`src/rtl/keystore192.sv`:
```
// keystore192: AES-192 round-key store.
// Captures the NR+1 round keys streamed by the key expander after its load
// strobe, then replays them forward (encrypt) or reverse (decrypt) under a
// start/next handshake.
// Optional build macro KEYSTORE_PARITY_EN adds per-byte even parity on every
// stored key, checked on read and reported through rk_perr. Without it
// rk_perr is tied low.
module keystore192 #(
    parameter int NR = 12
) (
    input  logic         clk,
    input  logic         reset,
    input  logic         load,
    input  logic [127:0] rk_in,
    output logic         done,
    input  logic         start,
    input  logic         dec,
    input  logic         next,
    output logic [127:0] rk_out,
    output logic         rk_valid,
    output logic         rk_last,
    output logic         rk_perr
);

    localparam int AW = (NR > 0) ? $clog2(NR + 1) : 1;

    localparam logic [AW-1:0] FIRST_ADDR = '0;
    localparam logic [AW-1:0] LAST_ADDR  = AW'(NR);
    localparam logic [AW-1:0] ONE        = AW'(1);

    localparam logic [1:0] S_IDLE   = 2'd0;
    localparam logic [1:0] S_FILL   = 2'd1;
    localparam logic [1:0] S_READY  = 2'd2;
    localparam logic [1:0] S_STREAM = 2'd3;

    logic [1:0]    state_q,    state_d;
    logic [AW-1:0] wcnt_q,     wcnt_d;
    logic [AW-1:0] rptr_q,     rptr_d;
    logic          dir_q,      dir_d;
    logic [127:0]  rk_out_q,   rk_out_d;
    logic          rk_valid_q, rk_valid_d;

    logic [127:0]  mem_q [0:NR];
    logic          mem_we;
    logic          rd_en;
    logic [AW-1:0] rd_addr;

`ifdef KEYSTORE_PARITY_EN
    logic [15:0]   par_q [0:NR];
    logic          rk_perr_q, rk_perr_d;

    // One even-parity bit per byte: set when the byte has an odd number of ones
    function automatic logic [15:0] byte_parity(input logic [127:0] data);
        logic [15:0] p;
        for (int i = 0; i < 16; i++) begin
            p[i] = ^data[8*i +: 8];
        end
        return p;
    endfunction
`endif

    // Sequencing: load always restarts the fill, otherwise fill/ready/stream progress
    always_comb begin
        state_d    = state_q;
        wcnt_d     = wcnt_q;
        rptr_d     = rptr_q;
        dir_d      = dir_q;
        rk_out_d   = rk_out_q;
        rk_valid_d = rk_valid_q;
        mem_we     = 1'b0;
        rd_en      = 1'b0;
        rd_addr    = rptr_q;

        if (load) begin
            state_d    = S_FILL;
            wcnt_d     = FIRST_ADDR;
            rk_valid_d = 1'b0;
        end else begin
            case (state_q)
                S_IDLE: begin
                    state_d = S_IDLE;
                end
                S_FILL: begin
                    mem_we = 1'b1;
                    if (wcnt_q == LAST_ADDR) begin
                        state_d = S_READY;
                    end else begin
                        wcnt_d = wcnt_q + ONE;
                    end
                end
                S_READY: begin
                    if (start) begin
                        rd_addr = dec ? LAST_ADDR : FIRST_ADDR;
                        rptr_d  = rd_addr;
                        dir_d   = dec;
                        rd_en   = 1'b1;
                        state_d = S_STREAM;
                    end
                end
                S_STREAM: begin
                    if (next && rk_valid_q) begin
                        if (rk_last) begin
                            rk_valid_d = 1'b0;
                            state_d    = S_READY;
                        end else begin
                            rd_addr = dir_q ? (rptr_q - ONE) : (rptr_q + ONE);
                            rptr_d  = rd_addr;
                            rd_en   = 1'b1;
                        end
                    end
                end
                default: begin
                    state_d = S_IDLE;
                end
            endcase
        end

        if (rd_en) begin
            rk_out_d   = mem_q[rd_addr];
            rk_valid_d = 1'b1;
        end
    end

    // Control and output registers
    always_ff @(posedge clk) begin
        if (reset) begin
            state_q    <= S_IDLE;
            wcnt_q     <= '0;
            rptr_q     <= '0;
            dir_q      <= 1'b0;
            rk_out_q   <= '0;
            rk_valid_q <= 1'b0;
        end else begin
            state_q    <= state_d;
            wcnt_q     <= wcnt_d;
            rptr_q     <= rptr_d;
            dir_q      <= dir_d;
            rk_out_q   <= rk_out_d;
            rk_valid_q <= rk_valid_d;
        end
    end

    // Key storage: one entry written per fill cycle at the write pointer
    always_ff @(posedge clk) begin
        if (reset) begin
            for (int i = 0; i <= NR; i++) begin
                mem_q[i] <= '0;
            end
        end else if (mem_we) begin
            mem_q[wcnt_q] <= rk_in;
        end
    end

`ifdef KEYSTORE_PARITY_EN
    // Parity flag follows the presented key and clears whenever no key is valid
    always_comb begin
        rk_perr_d = rk_perr_q;
        if (!rk_valid_d) begin
            rk_perr_d = 1'b0;
        end else if (rd_en) begin
            rk_perr_d = |(byte_parity(mem_q[rd_addr]) ^ par_q[rd_addr]);
        end
    end

    // Parity storage written alongside each key, plus the registered error flag
    always_ff @(posedge clk) begin
        if (reset) begin
            for (int i = 0; i <= NR; i++) begin
                par_q[i] <= '0;
            end
            rk_perr_q <= 1'b0;
        end else begin
            if (mem_we) begin
                par_q[wcnt_q] <= byte_parity(rk_in);
            end
            rk_perr_q <= rk_perr_d;
        end
    end

    assign rk_perr = rk_perr_q;
`else
    assign rk_perr = 1'b0;
`endif

    assign done     = (state_q == S_READY);
    assign rk_out   = rk_out_q;
    assign rk_valid = rk_valid_q;
    assign rk_last  = rk_valid_q && (rptr_q == (dir_q ? FIRST_ADDR : LAST_ADDR));

endmodule

```
`config.mk`:
```
export PLATFORM = sky130hd
export DESIGN_NAME = keystore192
export DESIGN_NICKNAME = d
export VERILOG_FILES = /design/src/rtl/keystore192.sv
export SDC_FILE = /design/constraint.sdc
export NUM_CORES = 2
export LEC_CHECK = 0
export BUFFER_PORTS_ARGS = -buffer_cell sky130_fd_sc_hd__buf_2
export CAP_MARGIN = 15
export CELL_PAD_IN_SITES_DETAIL_PLACEMENT = 0
export CELL_PAD_IN_SITES_GLOBAL_PLACEMENT = 1
export CORE_ASPECT_RATIO = 1.2
export CORE_UTILIZATION = 32
export DETAILED_ROUTE_END_ITERATION = 8
export MAX_ROUTING_LAYER = met4
export PLACE_DENSITY = 0.58
export SKIP_CTS_REPAIR_TIMING = 1
export SLEW_MARGIN = 20
export SYNTH_ARGS = -nofsm -noshare
export SYNTH_HDL_FRONTEND = slang
export SYNTH_SLANG_ARGS = --single-unit
export TNS_END_PERCENT = 20
```
`constraint.sdc`:
```
create_clock -name clk -period 7.4 [get_ports clk]
set_input_delay 1.11 -clock clk [delete_from_list [all_inputs] [get_ports clk]]
set_output_delay 1.11 -clock clk [all_outputs]
set_load 0.05 [all_outputs]
```
==> impl_metrics.json <==
{
  "synthArstFlopShare": 0,
  "pre_cts_slack_ns": 2.457,
  "cts_made_buffers": 238,
  "finClkSkew_ns": 0.08074,
  "yosys_register_bits": 2188,
  "clock-root-buffer": "clkbuf_16",
  "critPathCaptureType": "flop",
  "routed_via_density": 5.138,
  "std_cell_rows": 218,
  "critPathKind": "reg -> reg",
  "clock_path_buffers": 4,
  "die_area_mm2": 0.2976,
  "ys_seq_area_frac": 0.6802,
  "layout.cells.most_common": "edfxtp_1",
  "critical_path.n_buffers_inverters": 2,
  "die_width_um": 498.2,
  "htreeDepth": 4,
  "gate_count_post_synth": 5652,
  "synth_warnings": 0,
  "drt_pass1_iterations": 5,
  "finalHoldViolations": 0,
  "most_frequent_cells_in_the_layout": "edfxtp_1 (2048), and2_1 (1664), mux4_2 (435)",
  "p_leak_nw": 37.42,
  "avgSynthCellArea_um2": 16.73,
  "crit_arrival_ns": 4.96,
  "tns_ns": 0,
  "critPathRequiredTime_ns": 8.15,
  "cpMaxStageDelayCell": "buf_4",
  "min_path_type": "reg -> reg",
  "initialDrtViolationCount": 5226,
  "timing.final.setup_violations": 0,
  "timing.fmax_mhz": 237.4,
  "unrepaired_setup_endpoints_after_global_routing": "false",
  "path_cells": "ha_1, and4bb_4, a21oi_1, mux2i_1, a31o_4, buf_12, nor2b_4, buf_4, a2bb2oi_1, a311oi_1",
  "detailroute.via_count": 50330,
  "critical_path.max_stage_delay_ns": 0.84,
  "max-cap-violations": 0,
  "first_global_vias": 52440,
  "flow.area_growth_from_synthesis_pct": 13.76,
  "multi_input_gate_area_mm2": 0.02766,
  "maxSlewHeadroom": 0.2358,
  "fillCellCount": 27270,
  "cts_sinks": 2188,
  "register_area_mm2": 0.06430,
  "postSynth.topFlopCell": "edfxtp_1",
  "netlist-cell-type-count": 54,
  "fin_ws_ns": 3.188,
  "floorplan.core_area_mm2": 0.2938,
  "power.density_cell_area_mw_per_mm2": 250.9,
  "routed_wire_length_per_instance_um": 29.19,
  "period_needed_ns": 4.212,
  "drt_drc_violations_left": 0,
  "clkSlewWorstSetupHoldPaths_ns": 0.06,
  "critical-path-top-delay-family": "buffers and inverters",
  "total_nets_final": 5860,
  "ant_nets": 0,
  "place.gp.congestion": 0.7177,
  "cp_max_fo": 88,
  "grt_antenna_before_repair": 70,
  "crit_path_start_kind": "flop",
  "syn-num-nets": 5793,
  "initial_utilization": 0.3218,
  "outcome": "finished, final reports clean",
  "clk-insertion-delay-late_ns": 0.91,
  "mappedNetlistArea_mm2": 0.09454,
  "port_buffers": 264,
  "groute.usage.overall": 0.1970,
  "final_min_period_over_clock_period": 0.5692,
  "peakVddDrop_mv": 0.1836,
  "synth_enable_flop_cells": 2048,
  "grt_first_pass_wirelength_um": 404000,
  "tritoncts_clock_tree": "yes",
  "totalWireLength_um": 286000,
  "worstMarginPinSlew_ns": 1.146,
  "final-max-slew-violation-count": 0,
  "ios": 266,
  "drive_gt1_frac": 0.2033,
  "grt_remaining_overflow": 0,
  "grt_start_max_net_pins": 136,
  "dp_hpwl_um": 134700,
  "dieHeight_um": 597.4
}
[worst register-to-register path, cell delays in order (launching register included)]
cell,delay [ns]
dfxtp_1,0.48
ha_1,0.35
and4bb_4,0.23
a21oi_1,0.17
mux2i_1,0.30
a31o_4,0.21
buf_12,0.49
nor2b_4,0.38
buf_4,0.84
a2bb2oi_1,0.35
a311oi_1,0.31
[path summary, 6_finish.rpt]
check	start	end	slack [ns]	depth (start not counted)
hold reg to reg	rk_out[113]	rk_out[113]	0.50	2
hold / removal	rk_out[113]	rk_out[113]	0.50	2
setup / recovery	dir_q	rk_out[77]	3.19	10
setup reg to reg	dir_q	rk_out[77]	3.19	10
[state kept, by name, summed over array words and instances (netlist names)]
name      count
mem_q      2048
rk_out      128
dir_q         1
rptr_q        4
rk_valid      1
wcnt_q        4
state_q       2
[per-stage QoR]
step | hold WS, ns | utilization | power [W] | cells | area [µm²]
3_5_place_dp | 0.4913 | 0.3385 | 0.01503 | 9326 | 99440
6_report | 0.4950 | 0.3661 | 0.02698 | 9797 | 107500
5_1_grt | 0.5189 | 0.3660 | 0.02774 | 9789 | 107500
3_3_place_gp | 0.4904 | 0.3384 | 0.01500 | 9325 | 99420
2_1_floorplan | 0.5335 | - | 0.01460 | 5652 | 94540
4_1_cts | 0.4981 | 0.3656 | 0.02725 | 9768 | 107400
[Yosys cell counts (all sizes together) (2+ instances only)]
cell type  number  area [µm²]
nor2          150       563.0
nand3           4       20.02
dfxtp         140        2803
or2            15       93.84
and2         1665       10420
mux4          511       11790
mux2i         133        1331
edfxtp       2048       61500
a211oi          2       20.02
buf           123        1200
a21oi           5       25.02
and3            2       12.51
nand2b          7       43.79
inv             4       15.01
nand2         139       521.8
ha              6       75.07
o22a            2       17.52
o211ai          2       20.02
xor2            4       42.55
nor3            4       20.02
nor2b           3       18.77
a2bb2oi       127        1112
o21ai           3       15.01
a311oi        127        1112
a41oi           2       17.52
clkbuf        406        1569
and2b           2       15.01
[area by class of cell]
class | count | area share
Timing Repair Buffer | 356 | 0.02526
Clock inverter | 124 | 0.01316
Sequential cell | 2188 | 0.5979
Clock buffer | 318 | 0.06098
Antenna cell | 26 | 0.0006050
Inverter | 4 | 0.0001396
Tap cell | 3850 | 0.04479
Multi-Input combinational cell | 2931 | 0.2572
[routing by layer]
| layer | routed length [µm] | vias to the layer above | GRT usage |
|---|---|---|---|
| met5 | 0 | - | - |
| met4 | 6639 | 0 | 0.04457 |
| met3 | 17030 | 397 | 0.02759 |
| met2 | 144000 | 1704 | 0.3358 |
| met1 | 118300 | 26760 | 0.2481 |
| li1 | - | 21470 | - |
[cells by family (layout without fill, tap and decap cells)]
logic type	after synthesis	count (layout)	share of synthesized area
AOI/OAI and AO/OA	279	279	0.02550
xor gates and xnor gates	5	5	0.0005428
adders and majority gates	7	7	0.001006
buffers and inverters	533	802	0.02945
DFF	2188	2188	0.6802
muxes	645	645	0.1390
other	1	27	0.00003967
and+or+nand+nor	1994	1994	0.1243
[power by group]
group | total, W | internal, W | switching [W]
clock network | 0.0122 | 0.00719 | 0.00505
logic | 0.000836 | 0.000258 | 0.000578
registers | 0.0139 | 0.0138 | 0.0000800
total | 0.0270 | 0.0213 | 0.00571
No activity file was read; power rests on OpenSTA's default activity.
